### src/rtl/clock_pkg.sv
// Shared state encoding, field-select codes and BCD limits for the set-mode clock.
// Latency: none (types, constants and pure functions only).
// Backpressure: not applicable.
package clock_pkg;

    // Encodings line up with the field_sel codes so the mapping stays obvious.
    typedef enum logic [1:0] {
        RUN    = 2'd0,
        S_HOUR = 2'd1,
        S_MIN  = 2'd2,
        S_SEC  = 2'd3
    } state_t;

    localparam logic [1:0] FSEL_NONE = 2'd0;
    localparam logic [1:0] FSEL_HOUR = 2'd1;
    localparam logic [1:0] FSEL_MIN  = 2'd2;
    localparam logic [1:0] FSEL_SEC  = 2'd3;

    localparam int SEC_MAX  = 59;
    localparam int MIN_MAX  = 59;
    localparam int HOUR_MAX = 23;

    // Two BCD digits (value <= 23) to binary. Widened to 5 bits before the
    // multiply so 2*10 does not overflow a 4-bit intermediate.
    function automatic logic [4:0] hour_to_bin(input logic [3:0] tens,
                                               input logic [3:0] units);
        return ({1'b0, tens} * 5'd10) + {1'b0, units};
    endfunction

    // Binary 0..23 to {tens[1:0], units[3:0]} BCD.
    function automatic logic [5:0] bin_to_bcd2(input logic [4:0] v);
        logic [1:0] t;
        logic [4:0] u;
        if (v >= 5'd20) begin
            t = 2'd2;
            u = v - 5'd20;
        end else if (v >= 5'd10) begin
            t = 2'd1;
            u = v - 5'd10;
        end else begin
            t = 2'd0;
            u = v;
        end
        return {t, 4'(u)};
    endfunction

endpackage

### src/rtl/bcd2_counter.sv
// Two-digit BCD up/down counter, 00..MAX, wrapping both ways; carry on inc at MAX.
// Latency: digits update one clk after inc/dec/clr; carry is combinational.
// Backpressure: none; inc and dec together are a no-op, clr has priority.
//
// Ports: clk; clr (sync clear); inc/dec (single-cycle strobes);
//        tens/units (BCD digits); carry (inc while at MAX, i.e. wrap to 00).
module bcd2_counter #(
    parameter int MAX = 59
) (
    input  logic       clk,
    input  logic       clr,
    input  logic       inc,
    input  logic       dec,
    output logic [3:0] tens,
    output logic [3:0] units,
    output logic       carry
);

    localparam logic [3:0] MAX_T = 4'(MAX / 10);
    localparam logic [3:0] MAX_U = 4'(MAX % 10);

    logic at_max;
    logic at_zero;

    assign at_max  = (tens == MAX_T) && (units == MAX_U);
    assign at_zero = (tens == 4'd0) && (units == 4'd0);
    assign carry   = inc && !dec && at_max;

    always_ff @(posedge clk) begin
        if (clr) begin
            tens  <= 4'd0;
            units <= 4'd0;
        end else if (inc && !dec) begin
            if (at_max) begin
                tens  <= 4'd0;
                units <= 4'd0;
            end else if (units == 4'd9) begin
                units <= 4'd0;
                tens  <= tens + 4'd1;
            end else begin
                units <= units + 4'd1;
            end
        end else if (dec && !inc) begin
            if (at_zero) begin
                tens  <= MAX_T;
                units <= MAX_U;
            end else if (units == 4'd0) begin
                units <= 4'd9;
                tens  <= tens - 4'd1;
            end else begin
                units <= units - 4'd1;
            end
        end
    end

endmodule

### src/rtl/clock_set_ctrl.sv
// BCD HH:MM:SS time-of-day clock with set mode (field select, up/down edit), 12/24h view.
// Latency: digits change one clk after the button edge or prescaler tick; day_pulse registered.
// Backpressure: none; buttons are edge-detected, one action per press regardless of hold.
//
// Ports: clk, reset (sync, active-high); isset (1 = set mode); nextbutton/button1/button2
//        (debounced levels: next field / increment / decrement); hour1..sec2 (BCD digits);
//        pm (internal hour >= 12); field_sel (0 none, 1 hour, 2 min, 3 sec);
//        day_pulse (one clk on the 23:59:59 -> 00:00:00 rollover while running).
module clock_set_ctrl
    import clock_pkg::*;
#(
    parameter int TICKS_PER_SEC = 100000000,
    parameter bit HOUR_24       = 1'b1,
    parameter bit SET_SECONDS   = 1'b1
) (
    input  logic       clk,
    input  logic       reset,
    input  logic       isset,
    input  logic       nextbutton,
    input  logic       button1,
    input  logic       button2,
    output logic [1:0] hour1,
    output logic [3:0] hour2,
    output logic [3:0] min1,
    output logic [3:0] min2,
    output logic [3:0] sec1,
    output logic [3:0] sec2,
    output logic       pm,
    output logic [1:0] field_sel,
    output logic       day_pulse
);

    localparam int CNT_W = (TICKS_PER_SEC > 1) ? $clog2(TICKS_PER_SEC) : 1;
    localparam logic [CNT_W-1:0] LAST = CNT_W'(TICKS_PER_SEC - 1);

    state_t state;
    state_t state_n;

    logic next_q, b1_q, b2_q;
    logic next_pr, b1_pr, b2_pr;

    logic [CNT_W-1:0] presc;
    logic             tick;

    logic editing, ed_inc, ed_dec;

    logic       sec_inc, sec_dec, sec_carry;
    logic       min_inc, min_dec, min_carry;
    logic       hour_inc, hour_dec, hour_carry;
    logic [3:0] hour_t, hour_u;
    logic [4:0] hour_bin;
    logic [4:0] hour_disp;

    // ---------------- button edge detect ----------------
    always_ff @(posedge clk) begin
        if (reset) begin
            next_q <= 1'b0;
            b1_q   <= 1'b0;
            b2_q   <= 1'b0;
        end else begin
            next_q <= nextbutton;
            b1_q   <= button1;
            b2_q   <= button2;
        end
    end

    assign next_pr = nextbutton & ~next_q;
    assign b1_pr   = button1 & ~b1_q;
    assign b2_pr   = button2 & ~b2_q;

    // ---------------- one-second prescaler ----------------
    // Gating with isset discards a tick that coincides with entering set mode.
    assign tick = (state == RUN) && !isset && (presc == LAST);

    always_ff @(posedge clk) begin
        if (reset || (state != RUN) || isset) begin
            presc <= '0;
        end else if (tick) begin
            presc <= '0;
        end else begin
            presc <= presc + CNT_W'(1);
        end
    end

    // ---------------- mode FSM ----------------
    always_ff @(posedge clk) begin
        if (reset) begin
            state <= RUN;
        end else begin
            state <= state_n;
        end
    end

    always_comb begin
        state_n = state;
        case (state)
            RUN:     if (isset) state_n = S_HOUR;
            S_HOUR:  if (next_pr) state_n = S_MIN;
            S_MIN:   if (next_pr) state_n = SET_SECONDS ? S_SEC : S_HOUR;
            S_SEC:   if (next_pr) state_n = S_HOUR;
            default: state_n = RUN;
        endcase
        if (!isset) state_n = RUN;
    end

    always_comb begin
        field_sel = FSEL_NONE;
        case (state)
            S_HOUR:  field_sel = FSEL_HOUR;
            S_MIN:   field_sel = FSEL_MIN;
            S_SEC:   field_sel = FSEL_SEC;
            default: field_sel = FSEL_NONE;
        endcase
    end

    // ---------------- counter control ----------------
    // Edits act on the field selected before any same-cycle nextbutton advance.
    assign editing = isset && (state != RUN);
    assign ed_inc  = editing && b1_pr && !b2_pr;
    assign ed_dec  = editing && b2_pr && !b1_pr;

    // Carries only propagate on run ticks; set-mode wraps stay within the field.
    assign sec_inc  = tick || (ed_inc && (state == S_SEC));
    assign sec_dec  = ed_dec && (state == S_SEC);
    assign min_inc  = (tick && sec_carry) || (ed_inc && (state == S_MIN));
    assign min_dec  = ed_dec && (state == S_MIN);
    assign hour_inc = (tick && sec_carry && min_carry) || (ed_inc && (state == S_HOUR));
    assign hour_dec = ed_dec && (state == S_HOUR);

    bcd2_counter #(.MAX(SEC_MAX)) u_sec (
        .clk   (clk),
        .clr   (reset),
        .inc   (sec_inc),
        .dec   (sec_dec),
        .tens  (sec1),
        .units (sec2),
        .carry (sec_carry)
    );

    bcd2_counter #(.MAX(MIN_MAX)) u_min (
        .clk   (clk),
        .clr   (reset),
        .inc   (min_inc),
        .dec   (min_dec),
        .tens  (min1),
        .units (min2),
        .carry (min_carry)
    );

    bcd2_counter #(.MAX(HOUR_MAX)) u_hour (
        .clk   (clk),
        .clr   (reset),
        .inc   (hour_inc),
        .dec   (hour_dec),
        .tens  (hour_t),
        .units (hour_u),
        .carry (hour_carry)
    );

    // Registered so it lines up with the cycle the digits first show 00:00:00.
    always_ff @(posedge clk) begin
        if (reset) begin
            day_pulse <= 1'b0;
        end else begin
            day_pulse <= tick && sec_carry && min_carry && hour_carry;
        end
    end

    // ---------------- hour display ----------------
    assign hour_bin = hour_to_bin(hour_t, hour_u);
    assign pm       = (hour_bin >= 5'd12);

    always_comb begin
        hour_disp = hour_bin;
        if (!HOUR_24) begin
            if (hour_bin == 5'd0) begin
                hour_disp = 5'd12;
            end else if (hour_bin > 5'd12) begin
                hour_disp = hour_bin - 5'd12;
            end
        end
    end

    assign {hour1, hour2} = bin_to_bcd2(hour_disp);

endmodule

### config.mk
export PLATFORM = sky130hd
export DESIGN_NAME = clock_set_ctrl
export DESIGN_NICKNAME = d
export VERILOG_FILES = /design/src/rtl/clock_pkg.sv /design/src/rtl/bcd2_counter.sv /design/src/rtl/clock_set_ctrl.sv
export SDC_FILE = /design/constraint.sdc
export NUM_CORES = 1
export LEC_CHECK = 0
export ABC_AREA = 1
export CORE_UTILIZATION = 40
export CTS_CLUSTER_DIAMETER = 100
export DETAILED_ROUTE_END_ITERATION = 8
export HOLD_SLACK_MARGIN = 0.08
export PLACE_DENSITY = 0.55
export SETUP_SLACK_MARGIN = 0.1
export SYNTH_ARGS = -nofsm -noshare
export SYNTH_HDL_FRONTEND = slang
export SYNTH_SLANG_ARGS = --single-unit
### constraint.sdc
create_clock -name clk -period 5.2 [get_ports clk]
set_clock_uncertainty 0.15 [all_clocks]
set_input_delay 1.04 -clock clk [delete_from_list [all_inputs] [get_ports clk]]
set_output_delay 1.04 -clock clk [all_outputs]
set_load 0.01 [all_outputs]
==> impl_metrics.yaml <==
run_status:
  run_status: "finished clean"
clock_network:
  postCtsSetupBuffers: 0
  cts_sinks: 57
  clk_pin_slew_worst_paths_ns: 0.07
  numCtsBuffers: 9
  cts.repair.resized: 0
  cts-hold-fix-buffers: 0
  h_tree_lvls: 3
  cts_tree: "built"
  clk_path_buf_depth: 2
  worst_skew_pair.late_latency_ns: 0.33
  clockRootBuffer: "sky130_fd_sc_hd__clkbuf_8"
power_and_ir_drop:
  totalPowerFinal_mw: 0.865
  worst_ir_drop_vdd_v: 0.000110
  power-per-cell-area_nw_per_um2: 182
  cellLeakagePower_nw: 1.97
grt:
  grt_pass1_vias: 3771
  grt_max_degree: 28
  track_usage: 0.188
  antenna_found_initial: 0
  wire_length_of_the_first_global_routing_pass_mm: 16.9
  grt-ovfl-total: 0
floorplan:
  die_width_um: 104
  design.die.area_um2: 10700
  floorplan.die.height_um: 104
  initial_core_util: 0.417
  placement_rows: 36
  ios: 32
  placeableCoreArea_um2: 9910
placement:
  numPortBuffers: 31
  finalWeightedCongestion: 0.821
  post-place-ws_ns: 0.120
  hpwlAfterDp_mm: 7.37
  dp_cells: 792
  detailed_place.area_um2: 4570
logic_synthesis:
  most_frequent_cell_after_synthesis: "sky130_fd_sc_hd__nand2_1"
  synth_sequential_area_ratio: 0.276
  commonest_cells_post_synth: "sky130_fd_sc_hd__nand2_1, sky130_fd_sc_hd__inv_1, sky130_fd_sc_hd__nor2_1, sky130_fd_sc_hd__nand3_1, sky130_fd_sc_hd__dfxtp_1"
  number_of_warnings_issued_by_yosys: 0
  synth_top_area_frac: 0.276
  syn_nets: 675
  synth.largest_area_cell: "sky130_fd_sc_hd__dfxtp_1"
  postSynth.topFlopCell: "sky130_fd_sc_hd__dfxtp_1"
  async_set_or_reset_register_ratio_after_synthesis: 0
  synthesized_area_um2: 4130
  synth_cell_types: 33
  synthesis.instances: 633
  post_synth.cell_area_avg_um2: 6.52
  synth-edff-count: 0
  synth_top_cells_by_area: "sky130_fd_sc_hd__dfxtp_1, sky130_fd_sc_hd__nand2_1, sky130_fd_sc_hd__ha_1, sky130_fd_sc_hd__inv_1, sky130_fd_sc_hd__nand3_1"
  ys_ff_latch: 57
sta:
  final.hold.worst_slack_ns: 0.317
  max_slew_margin: 0.609
  report.final.hold_viol_count: 0
  tns_ns: 0
  worst-slew-pin-transition_ns: 0.586
  final-setup-viol-count: 0
  finalCritPeriodShare: 0.890
  timing.final.max_slew_violations: 0
  setup_repair_after_global_routing_missed_its_margin: "no"
  finalWorstSetupSlack_ns: 0.570
  max_clock_freq_mhz: 216
  minimum_period_implied_by_the_final_worst_setup_slack_ns: 4.63
layout:
  insertedDiodeCount: 0
  finalNetCount: 712
  layout-drive-gt1-share: 0.0519
  layout.cells.non_filler: 808
  postLayoutCellArea_um2: 4750
  area.growth.synth_to_final_pct: 15.0
  fin_util: 0.479
route:
  wl_mm: 9.63
  route.detailed.drc: 0
  drt-initial-drc-count: 130
  number_of_iterations_in_the_first_detailed_routing_pass: 4
  viasPerCell: 4.88
  antenna_left: 0
  routedWlPerCell_um: 11.9
  detailroute.via_count: 3947
worst_hold_path:
  min-delay-path-class: "reg -> reg"
worst_setup_path:
  end_kind: "register"
  arrival_ns: 4.71
  timing.critical_path.from_type: "primary input"
  crit_fanout: 8
  criticalPathCategory: "in -> reg"
  timing.critical_path.required_ns: 5.28
job:
  cap_violations: 0
==> flip-flops by register name, summed over array words and instances (netlist names) <==
signal        cells
b1_q              1
b2_q              1
day_pulse         1
next_q            1
presc            27
state             2
u_hour.tens       4
u_hour.units      4
u_min.tens        4
u_min.units       4
u_sec.tens        4
u_sec.units       4
==> kinds of logic after synthesis <==
kind of cell | count (synthesis) | share of synthesized area
simple gates | 323 | 0.346
buf+inv | 101 | 0.0970
compound gates | 91 | 0.117
flops | 57 | 0.276
fa+ha+maj | 36 | 0.111
xor+xnor | 25 | 0.0530
==> critical path, cell delays in order <==
cell and delay (ns):
sky130_fd_sc_hd__clkdlybuf4s50_1 0.44, sky130_fd_sc_hd__inv_1 0.09, sky130_fd_sc_hd__nand4_1 0.07, sky130_fd_sc_hd__or2_2 0.32, sky130_fd_sc_hd__nor2_4 0.12, sky130_fd_sc_hd__nand2_2 0.09
sky130_fd_sc_hd__nand2_1 0.09, sky130_fd_sc_hd__ha_2 0.22, sky130_fd_sc_hd__nand4_1 0.13, sky130_fd_sc_hd__nor2_1 0.17, sky130_fd_sc_hd__inv_1 0.08, sky130_fd_sc_hd__o21ai_0 0.20
sky130_fd_sc_hd__ha_1 0.23, sky130_fd_sc_hd__nand2_1 0.12, sky130_fd_sc_hd__nand2_1 0.11, sky130_fd_sc_hd__nor2_2 0.05, sky130_fd_sc_hd__nand4_1 0.13, sky130_fd_sc_hd__nand2_1 0.07
sky130_fd_sc_hd__ha_2 0.35, sky130_fd_sc_hd__clkinvlp_4 0.15, sky130_fd_sc_hd__nand3_2 0.16, sky130_fd_sc_hd__inv_2 0.07, sky130_fd_sc_hd__o21ai_0 0.14, sky130_fd_sc_hd__nor2_1 0.05
==> report_power, final <==
part | internal, mW | leakage (nW) | switching, mW
Combinational | 0.0258 | 1.43 | 0.0408
Clock | 0.169 | 0.0818 | 0.183
Sequential | 0.441 | 0.460 | 0.00551
==> metal layers <==
layer,track usage,vias to the layer above,share of wire,routed length (um)
li1,-,2113,-,-
met1,0.246,1782,0.50,4850
met2,0.315,46,0.46,4450
met3,0.0359,6,0.026,253
met4,0.0497,0,0.0074,71
met5,0,-,0,0
==> layout make-up <==
class	instances	area, um2
inverter	94	357
timing repair buffer	33	325
multi-input combinational	475	2590
sequential	57	1140
clock buffer	10	128
tap	133	166
clock inverter	6	35.0
fill	1060	5160
==> placed cells by master, fill, tap and decap left out, types with 3 or more instances in the layout <==
cell type,Yosys,layout
sky130_fd_sc_hd__a31oi_1,4,4
sky130_fd_sc_hd__clkdlybuf4s50_1,0,31
sky130_fd_sc_hd__nor3_1,10,10
sky130_fd_sc_hd__o211ai_1,3,3
sky130_fd_sc_hd__inv_1,92,91
sky130_fd_sc_hd__nand3b_1,6,6
sky130_fd_sc_hd__xnor2_1,5,5
sky130_fd_sc_hd__xor2_1,20,20
sky130_fd_sc_hd__clkbuf_8,0,9
sky130_fd_sc_hd__clkinvlp_4,0,3
sky130_fd_sc_hd__a21oi_1,38,38
sky130_fd_sc_hd__o21ai_0,41,41
sky130_fd_sc_hd__ha_1,35,33
sky130_fd_sc_hd__dfxtp_1,57,57
sky130_fd_sc_hd__nand2_1,144,144
sky130_fd_sc_hd__nor2_4,3,3
sky130_fd_sc_hd__nor2_1,77,76
sky130_fd_sc_hd__nand4_1,8,8
sky130_fd_sc_hd__nand3_1,59,59
sky130_fd_sc_hd__or2_0,6,6
sky130_fd_sc_hd__clkinv_2,0,4
==> final timing paths <==
kind / slack (ns) / startpoint / endpoint / depth (start not counted)
min: 0.32 / presc[26]$_SDFF_PP0_ / presc[26]$_SDFF_PP0_ / 2
max reg2reg: 0.99 / presc[0]$_SDFF_PP0_ / u_hour.tens[3]$_SDFFE_PP0P_ / 24
min reg2reg: 0.32 / presc[26]$_SDFF_PP0_ / presc[26]$_SDFF_PP0_ / 2
max: 0.57 / isset / u_hour.tens[3]$_SDFFE_PP0P_ / 24
Power figures use the tool's default switching activity.
